$ cat src/rtl/ifid_skid_latch.sv
// IF/ID boundary register: two-entry skid buffer (main + skid) between fetch and decode,
// with taken-branch flush and a saturating decode-stall counter.
module ifid_skid_latch #(
  parameter int                ADDR_W    = 32,
  parameter int                DATA_W    = 32,
  parameter logic [DATA_W-1:0] NOP_INSTR = '0,
  parameter int                CNT_W     = 16
) (
  input  logic              clk_i,
  input  logic              rst_ni,
  input  logic              if_valid_i,
  output logic              if_ready_o,
  input  logic [ADDR_W-1:0] if_pc_i,
  input  logic [ADDR_W-1:0] if_npc_i,
  input  logic [DATA_W-1:0] if_instr_i,
  input  logic              flush_i,
  input  logic              id_ready_i,
  output logic              id_valid_o,
  output logic [ADDR_W-1:0] id_pc_o,
  output logic [ADDR_W-1:0] id_npc_o,
  output logic [DATA_W-1:0] id_instr_o,
  output logic [CNT_W-1:0]  stall_cnt_o
);

  typedef enum logic [1:0] {EMPTY, ONE, TWO} state_t;

  typedef struct packed {
    logic [ADDR_W-1:0] pc;
    logic [ADDR_W-1:0] npc;
    logic [DATA_W-1:0] instr;
  } word_t;

  state_t            state_q, state_d;
  word_t             main_q, main_d, skid_q, skid_d, in_w;
  logic              if_ready_q, id_valid_q;
  logic [CNT_W-1:0]  stall_q, stall_d;
  logic              in_xfer, out_xfer;

  // Handshake flags come only from flops, so id_ready never reaches if_ready combinationally.
  assign in_xfer  = if_valid_i & if_ready_q;
  assign out_xfer = id_valid_q & id_ready_i;
  assign in_w     = '{pc: if_pc_i, npc: if_npc_i, instr: if_instr_i};

  always_comb begin
    state_d = state_q;
    main_d  = main_q;
    skid_d  = skid_q;
    stall_d = stall_q;
    if (id_valid_q && !id_ready_i && !flush_i && !(&stall_q))
      stall_d = stall_q + 1'b1;
    if (flush_i) begin
      // main keeps its contents so id_pc/id_npc hold their last value while invalid
      state_d = EMPTY;
    end else begin
      case (state_q)
        EMPTY: if (in_xfer) begin
          state_d = ONE;
          main_d  = in_w;
        end
        ONE: begin
          if (in_xfer && !out_xfer) begin
            state_d = TWO;
            skid_d  = in_w;
          end else if (in_xfer && out_xfer) begin
            main_d  = in_w;
          end else if (out_xfer) begin
            state_d = EMPTY;
          end
        end
        TWO: if (out_xfer) begin
          state_d = ONE;
          main_d  = skid_q;
        end
        default: state_d = EMPTY;
      endcase
    end
  end

  always_ff @(posedge clk_i or negedge rst_ni) begin
    if (!rst_ni) begin
      state_q    <= EMPTY;
      main_q     <= '0;
      skid_q     <= '0;
      if_ready_q <= 1'b1;
      id_valid_q <= 1'b0;
      stall_q    <= '0;
    end else begin
      state_q    <= state_d;
      main_q     <= main_d;
      skid_q     <= skid_d;
      if_ready_q <= (state_d != TWO);
      id_valid_q <= (state_d != EMPTY);
      stall_q    <= stall_d;
    end
  end

  assign if_ready_o  = if_ready_q;
  assign id_valid_o  = id_valid_q;
  assign id_pc_o     = main_q.pc;
  assign id_npc_o    = main_q.npc;
  assign id_instr_o  = id_valid_q ? main_q.instr : NOP_INSTR;
  assign stall_cnt_o = stall_q;

endmodule

$ cat config.mk
export PLATFORM = sky130hd
export DESIGN_NAME = ifid_skid_latch
export DESIGN_NICKNAME = d
export VERILOG_FILES = /design/src/rtl/ifid_skid_latch.sv
export SDC_FILE = /design/constraint.sdc
export NUM_CORES = 1
export LEC_CHECK = 0
export BUFFER_PORTS_ARGS = -buffer_cell sky130_fd_sc_hd__buf_2
export CAP_MARGIN = 20
export CELL_PAD_IN_SITES_DETAIL_PLACEMENT = 1
export CELL_PAD_IN_SITES_GLOBAL_PLACEMENT = 2
export CORE_AREA = 2 2 177 179
export DETAILED_ROUTE_END_ITERATION = 16
export DIE_AREA = 0 0 179 181
export GPL_TIMING_DRIVEN = 1
export HOLD_SLACK_MARGIN = 0.15
export PLACE_DENSITY = 0.76
export SLEW_MARGIN = 25
export SYNTH_ARGS = -nofsm -noshare
export SYNTH_HDL_FRONTEND = slang
export SYNTH_SLANG_ARGS = --single-unit
$ cat constraint.sdc
create_clock -name clk_i -period 1.61 [get_ports clk_i]
set_input_delay 0.2415 -clock clk_i [delete_from_list [all_inputs] [get_ports clk_i]]
set_output_delay 0.2415 -clock clk_i [all_outputs]
set_load 0.01 [all_outputs]
# After elaboration in Yosys (flattened, before gate mapping)
# Index checks and enable logic that the tools add are counted.
[word_totals]
register_bits = 212
in_bits = 101
out_inout_bits = 114
elab_cells = 49
[classes]
n_addsub = 1
eq_ne = 7
muxes = 13
bitwise = 3
n_reduce_logical = 15
[op_table]
columns = ["cell", "n"]
rows = [
  ["two-way mux 96 bit", 4],
  ["case mux 96 bit (3 select lines)", 1],
  ["two-way mux 32 bit", 1],
  ["adder 16 x 1 -> 16 bit (second input constant)", 1],
  ["AND reduction 16 bit", 1],
  ["two-way mux 2 bit", 6],
  ["!= test 2 bit (second input constant)", 5],
  ["case mux 2 bit (3 select lines)", 1],
  ["AND reduction 6 bit", 1],
  ["logical AND 1 bit", 5],
  ["zero test 1 bit", 4],
  ["AND reduction 3 bit", 1],
  ["nonzero test 3 bit", 1],
  ["AND 1 bit", 2],
  ["== test 2 x 1 -> 1 bit (second input constant)", 1],
  ["== test 2 bit (second input constant)", 1],
  ["zero test 2 bit", 1],
  ["nonzero test 2 bit", 1],
  ["inverter 1 bit", 1],
]

# Logic depth before layout (Yosys ltp)
# Gate-level depths: netlist of run 1.
[depth]
depth_word = 7
mapped_depth = 8
mapped_depth_nobuf = 5

# Least setup slack after synthesis of run 1
# No wires, ideal clock.
[synth_path]
path_type = "reg2reg"
startpoint = "reg stall_q[0] (netlist: stall_cnt_o[0])"
endpoint = "reg stall_q[1] (netlist: stall_cnt_o[1])"
setup_time_ns = 0.125
arrival_time_ns = 1.573
required_time_ns = 1.485
setup_slack_ns = -0.088
stages_incl_launch_ff = 6
n_path_buf = 0
period_less_slack_ns = 1.698
path_cell_list = "dfrtp_1 ha_1 nand3_1 nor4_4 nor2_1 mux2_2"
[synth_between]
elab_chain_cells = 3
word_cells_on_any_way = 4
classes_between = "add/sub (1); reduce/logical (3)"
[synth_lines]
columns = ["element", "line_no", "rtl"]
rows = [
  ["start, declared", "36", "logic [CNT_W-1:0] stall_q, stall_d;"],
  ["start signal, assigned", "93", "stall_q <= stall_d;"],
  ["branches (longest 3 deep; another with adder 16 x 1 -> 16 bit)", "-", ""],
]
# Parallel ways; which one is timed is not known.
# A chain may end at the register's enable or synchronous reset.

# Worst setup path after layout of run 1
[layout_path]
startpoint = "reg state_q[1]"
endpoint = "reg main_q, in the netlist id_npc_o[11]"
[layout_between]
elab_chain_cells = 3
word_cells_on_any_way = 10
classes_between = "eq/ne (6); mux (1); reduce/logical (3)"
[layout_lines]
columns = ["element", "line_no", "rtl"]
rows = [
  ["start, declared", "33", "state_t state_q, state_d;"],
  ["start signal, assigned", "88", "state_q <= state_d;"],
  ["== test 2 x 1 -> 1 bit (tied with other cells)", "55", "case (state_q)"],
  ["!= test 2 bit (no line) or nonzero test 3 bit (tied branches)", "-", ""],
  ["AND reduction 6 bit (no line)", "-", ""],
  ["end signal, assigned", "89", "main_q <= main_d;"],
  ["end, declared", "34", "word_t main_q, main_d, skid_q, skid_d, in_w;"],
]
# Several ways; a longest one is shown, not always the timed one.

==> results of run 1 <==
## layout make-up
| cell class | count | area (um^2) |
|---|---|---|
| Clock inverter | 7 | 62.56 |
| Timing Repair Buffer | 401 | 3472 |
| Antenna cell | 1 | 2.502 |
| Inverter | 1 | 3.754 |
| Clock buffer | 38 | 777.0 |
| Fill cell | 3206 | 16250 |
| Multi-Input combinational cell | 488 | 3976 |
| Sequential cell | 212 | 5311 |
| Tap cell | 396 | 495.5 |
## report_power, final
group / internal [uW] / leakage, uW / switching, uW
logic: 4480 / 0.00432 / 3740
registers: 7760 / 0.00261 / 1410
clock network: 3470 / 0.000416 / 2280
## placed cells by master, fill, tap and decap left out, types with 5 or more instances in the layout
master,synthesis,routed
nand2_2,0,30
buf_12,0,19
xor2_1,12,12
clkbuf_1,7,5
dfrtp_1,211,207
and2_1,32,16
clkbuf_16,0,38
nand4_1,5,5
dlygate4sd3_1,0,98
nand2_1,103,64
buf_2,19,195
clkinv_2,0,5
o21ai_2,0,18
buf_8,0,8
buf_4,69,36
mux2i_1,96,96
buf_6,10,29
mux2_2,98,98
nor2_1,6,5
o21ai_0,20,6
and2_4,0,16
nand2_4,0,9
clkbuf_8,0,6
o21ai_1,80,76
## worst max-delay path by stage
stage                         startpoint                       end  slack (ps)  cells past startpoint
floorplan           id_valid_o$_DFF_PN0_   id_pc_o[17]$_DFFE_PN0P_         -10                      8
global placement    state_q[1]$_DFF_PN0_   id_pc_o[27]$_DFFE_PN0P_         -60                      6
detailed placement  state_q[1]$_DFF_PN0_   id_pc_o[11]$_DFFE_PN0P_        -140                      6
CTS                 id_valid_o$_DFF_PN0_    id_pc_o[2]$_DFFE_PN0P_        -140                      7
global route        id_valid_o$_DFF_PN0_  id_npc_o[22]$_DFFE_PN0P_        -200                      7
finish              state_q[1]$_DFF_PN0_  id_npc_o[11]$_DFFE_PN0P_        -160                      6
## kinds of logic after synthesis
kind of cell	after synthesis
DFF	212
muxes	194
and+or+nand+nor	173
buffers and inverters	111
AOI/OAI and AO/OA	107
xor gates and xnor gates	13
adders and majority gates	1
## repair_timing
action                                  in CTS  in global routing
resized for setup                           48                134
pin swaps                                    1                 21
hold buffers                                98                  0
setup buffers                                4                  9
endpoints found under the hold margin      405                  0
cloned                                       2                 14
endpoints found under the setup margin     224                240
## flip-flops by register name, indices dropped and copies added (netlist names)
| name | count |
|---|---|
| id_npc_o | 32 |
| state_q | 2 |
| id_pc_o | 32 |
| main_q | 32 |
| stall_cnt_o | 16 |
| skid_q | 96 |
| if_ready_o | 1 |
| id_valid_o | 1 |
## through the flow
| stage | hold WS [ps] | TNS, ps | total power (uW) |
|---|---|---|---|
| after floorplan | -54.09 | -455.1 | 13930 |
| after global placement | 175.2 | -3381 | 15350 |
| after detailed placement | 175.3 | -12120 | 15720 |
| after CTS | 200.4 | -22000 | 22310 |
| after global routing | 205.2 | -33430 | 24650 |
| final | 211.0 | -22690 | 23130 |
## layer usage
metal	vias to the layer above	GRT usage	routed length (um)
met3	39	0.04840	1943
li1	3390	-	-
met1	3596	0.1991	11740
met4	2	0.03415	438
met2	172	0.2646	13370
met5	-	0	12
## worst register-to-register path, stage by stage, from the launching register on
cell and delay [ps]:
dfrtp_2 440, buf_6 130, a2111o_2 550, clkbuf_16 220, buf_12 160, nand2_1 100, o21ai_1 70
==> results.toml, run 1 <==
[outcome]
outcome = "finished, violations left"
violations = "setup timing"

[die]
die-area_um2 = 32400
die_h_um = 181
die_w_um = 179
coreArea_um2 = 30350
start_util = 0.3185
rows = 64
io_pins = 215

[placed_design]
placement.cell_area_um2 = 11130
place_ws_ps = -136.0
dpl.hpwl_mm = 16.86
io_buffers = 214
place_congestion = 0.7216
dpl.cell_count = 1372

[yosys]
synth_edf_count = 0
yosysMostFrequentCell = "dfrtp_1"
ys_top_cells_by_count = "211 x dfrtp_1, 103 x nand2_1, 98 x mux2_2"
synth_top_area_frac = 0.5462
synth.area.mux_share = 0.2136
synthXorXnorAreaFrac = 0.01178
syn_area_um2 = 9667
synth_largest_area_cell = "dfrtp_1"
synthTopCellsByArea = "dfrtp_1 55%, mux2_2 11%, mux2i_1 9.9%"
synth_warnings = 0
synth_compound_area_frac = 0.05656
avgSynthCellArea_um2 = 11.92
synth_simple_gate_area_frac = 0.08711
ys_seq_elements = 212
synth_fa_ha_area_frac = 0.001294
async_flop_share = 1.000
ys_seq_area_frac = 0.5489
synth_cell_types = 34
syn_nets = 913
synth_top_flop_cell = "dfrtp_1"
netlist_instances = 811
synth_top_family_by_area = "multiplexers"

[worst_setup_path]
crit_chain = "buf_6 -> a2111o_2 -> clkbuf_16 -> buf_12 -> nand2_1 -> o21ai_1"
r2r-start = "state_q[1]$_DFF_PN0_"
critPathLaunchType = "flop"
reg2reg_slack_ps = -160
worstPathRequired_ps = 2030
crit_slowest_cell = "a2111o_2"
worst-path-buf-inv = 3
r2r-end = "id_npc_o[11]$_DFFE_PN0P_"
cp-end-kind = "flop"
critPathMaxFanout = 21
arrival_ps = 2180
worstRegToRegCells = 6
max_stage_delay_ps = 550
crit_type = "flop to flop"
crit_family = "compound AO/OA/AOI/OAI gates"

[grt]
grt_pass1_vias = 7825
grt_max_degree = 47
grt_usage = 0.1578
grt_pass1_wl_mm = 41.48
grt_overflow_total = 0
antenna_found_initial = 2

[detailed_routing]
detail_route.wirelength_mm = 27.50
drtPass1Iterations = 4
drc = 0
via_count = 7199
drtAntennaViolNets = 0
post_drt_via_cell_ratio = 4.663
drt_iter0_markers = 226
routedWlPerCell_um = 17.81

[sta]
hold_viol = 0
timing.final.ws_setup_ps = -157.7
clock.fmax_mhz = 565.7
finalCritPeriodShare = 1.098
grt_setup_unrepaired = "true"
relSlewSlack = 0.7460
worst_pin_slew_ps = 381.0
setup_violations = 224
slew_viol_final = 0
finalCriticalPeriod_ps = 1768
skew_ps = 9.378

[power_and_ir_drop]
ir_drop_mv = 0.9241
p_leak_uw = 0.007345
power.density_nw_per_um2 = 1640

[clock_network]
htreeDepth = 1
cts_tree = "yes"
clock-sinks = 212
root_buffer = "clkbuf_16"
clk_pin_slew_ps = 60
cts_buffers = 26
clk_latency_ps = 530
cts_buffer_depth = 3

[cells_and_area]
drive_gt1_frac = 0.4690
syn_to_final_growth_pct = 45.87
final_area_um2 = 14100
instances_no_fill = 1544
utilization = 0.4646
layout.nets = 1232

[flow_run]
drv_cap = 0

[hold_path]
hp-class = "input pin to asynchronous set/reset pin"
No activity file was read; power rests on OpenSTA's default activity.
==> inputs of run 2 (changes only) <==
- CORE_AREA: 2 2 177 179 -> 2 2 135 235
- DIE_AREA: 0 0 179 181 -> 0 0 137 237
- PLACE_DENSITY: 0.76 -> 0.75
==> run 2 against run 1 <==
The flow still finishes with violations (setup timing). Flip-flop and latch count is the same. Highest routed layer is now met4. Cell count shrank 0.58%. Register-to-register slack lost 60 ps. Clock-buffer cell count shrank 8. Total power grew 0.22%.
==> results.toml, run 2 (synthesis gave the netlist of run 1 again) <==
[clock_network]
cts_tree = "yes"
cts_buffer_depth = 3
clk_latency_ps = 520
clock-sinks = 212
cts_buffers = 22
htreeDepth = 1
root_buffer = "clkbuf_16"
clk_pin_slew_ps = 60

[placed_design]
io_buffers = 214
placement.cell_area_um2 = 10970
place_congestion = 0.7352
dpl.cell_count = 1348
dpl.hpwl_mm = 17.27

[worst_setup_path]
critPathMaxFanout = 21
max_stage_delay_ps = 510
worstPathRequired_ps = 2000
crit_type = "flop to flop"
arrival_ps = 2220
crit_chain = "buf_6 -> a2bb2oi_4 -> a2111o_2 -> buf_12 -> buf_16 -> nand2_1 -> o21ai_1"
critPathLaunchType = "flop"
crit_slowest_cell = "a2111o_2"
cp-end-kind = "flop"

[grt]
grt_overflow_total = 0
antenna_found_initial = 1
grt_pass1_vias = 7668
grt_pass1_wl_mm = 42.75
grt_usage = 0.1697
grt_max_degree = 59

[cells_and_area]
utilization = 0.4640
instances_no_fill = 1535
top_register = "skid_q"
layout_commonest_cell = "dfrtp_1"
seqCellArea_um2 = 5315
drive_gt1_frac = 0.4637
final_cell_mix = "204 x dfrtp_1, 187 x buf_2, 99 x dlygate4sd3_1"
layout.nets = 1232
final_area_um2 = 14210
largest_reg_flops = 96
fillers = 3267
multi_input_area_um2 = 4019
syn_to_final_growth_pct = 47.02

[die]
die_w_um = 137
coreArea_um2 = 30630
die-area_um2 = 32470
rows = 85
die_h_um = 237
io_pins = 215
start_util = 0.3156

[detailed_routing]
drtPass1Iterations = 4
drtAntennaViolNets = 0
via_count = 7303
drt_iter0_markers = 202
detail_route.wirelength_mm = 31.21
post_drt_via_cell_ratio = 4.758
routedWlPerCell_um = 20.33
drc = 0

[outcome]
violations = "setup timing"
outcome = "finished, violations left"

[flow_run]
drv_cap = 0

[power_and_ir_drop]
p_leak_uw = 0.007353
ir_drop_mv = 1.173
power.density_nw_per_um2 = 1631

[sta]
timing.final.ws_setup_ps = -215.2
grt_setup_unrepaired = "true"
setup_violations = 226
hold_viol = 0
skew_ps = 17.04
worst_pin_slew_ps = 407.9
finalCriticalPeriod_ps = 1825
relSlewSlack = 0.7252
finalCritPeriodShare = 1.134
slew_viol_final = 0
clock.fmax_mhz = 547.9
tns_ps = -27540

[hold_path]
hp-class = "input pin to asynchronous set/reset pin"
-- run 2: cell count changes in the layout (fill, tap and decap cells not counted), sizes merged --
cell         delta
bufbuf          -1
bufinv          +1
clkbuf          -3
dlygate4sd3     +1
nand2           +2
clkinvlp        -1
buf             -3
-- run 2: metal layers --
layer	share of wire	wire length (um)	vias up	track usage
met5	0	0	-	0
met4	0.030	935	0	0.05998
met2	0.56	17550	161	0.3112
met3	0.038	1188	54	0.03190
met1	0.37	11540	3696	0.1921
li1	-	-	3392	-
-- run 2: per-stage QoR --
step	power (uW)	setup WS (ps)	hold slack [ps]
2_1_floorplan	13930	-9.597	-54.09
3_3_place_gp	15260	-28.79	139.0
3_5_place_dp	15610	-89.15	139.9
4_1_cts	22020	-182.0	164.6
5_1_grt	24540	-266.1	241.4
6_report	23180	-215.2	209.3
-- run 2: worst paths after layout --
kind	from	to	slack [ps]	depth (start not counted)
setup / recovery	id_valid_o$_DFF_PN0_	main_q[18]$_DFFE_PN0P_	-220	7
hold / removal	rst_ni	skid_q[67]$_DFFE_PN0P_	210	2
setup reg to reg	id_valid_o$_DFF_PN0_	main_q[18]$_DFFE_PN0P_	-220	7
hold reg to reg	id_npc_o[14]$_DFFE_PN0P_	id_npc_o[14]$_DFFE_PN0P_	480	2
max in group asynchronous	rst_ni	id_pc_o[7]$_DFFE_PN0P_	740	3
min in group clk_i	if_valid_i	state_q[0]$_DFF_PN0_	300	5
-- run 2: cell type report --
type                       count  share of cell area
sequential                   212              0.3740
inverter                       1           0.0002641
timing repair buffer         403              0.2584
multi-input combinational    490              0.2828
antenna                        1           0.0001761
clock buffer                  30             0.04375
tap                          391             0.03442
clock inverter                 7            0.006251
-- run 2: worst max-delay path: cells and delay by family, from the launching register on --
family                 cells  cell delay [ps]
AO/OA/AOI/OAI              3              670
flip-flops                 1              410
buffers and inverters      3              500
AND/OR/NAND/NOR            1              110
-- run 2: power breakdown --
| part | switching, uW | internal (uW) |
|---|---|---|
| sequential | 1350 | 7750 |
| clock | 2160 | 3020 |
| combinational | 4140 | 4770 |
| total | 7650 | 15500 |
-- run 2: what timing repair did --
action | 4_1_cts | 5_1_grt
resized for setup | 51 | 133
setup buffers | 8 | 14
hold endpoints to repair | 406 | 0
pin swaps | 3 | 19
cloned | 7 | 23
endpoints found under the setup margin | 149 | 196
hold buffers | 99 | 0
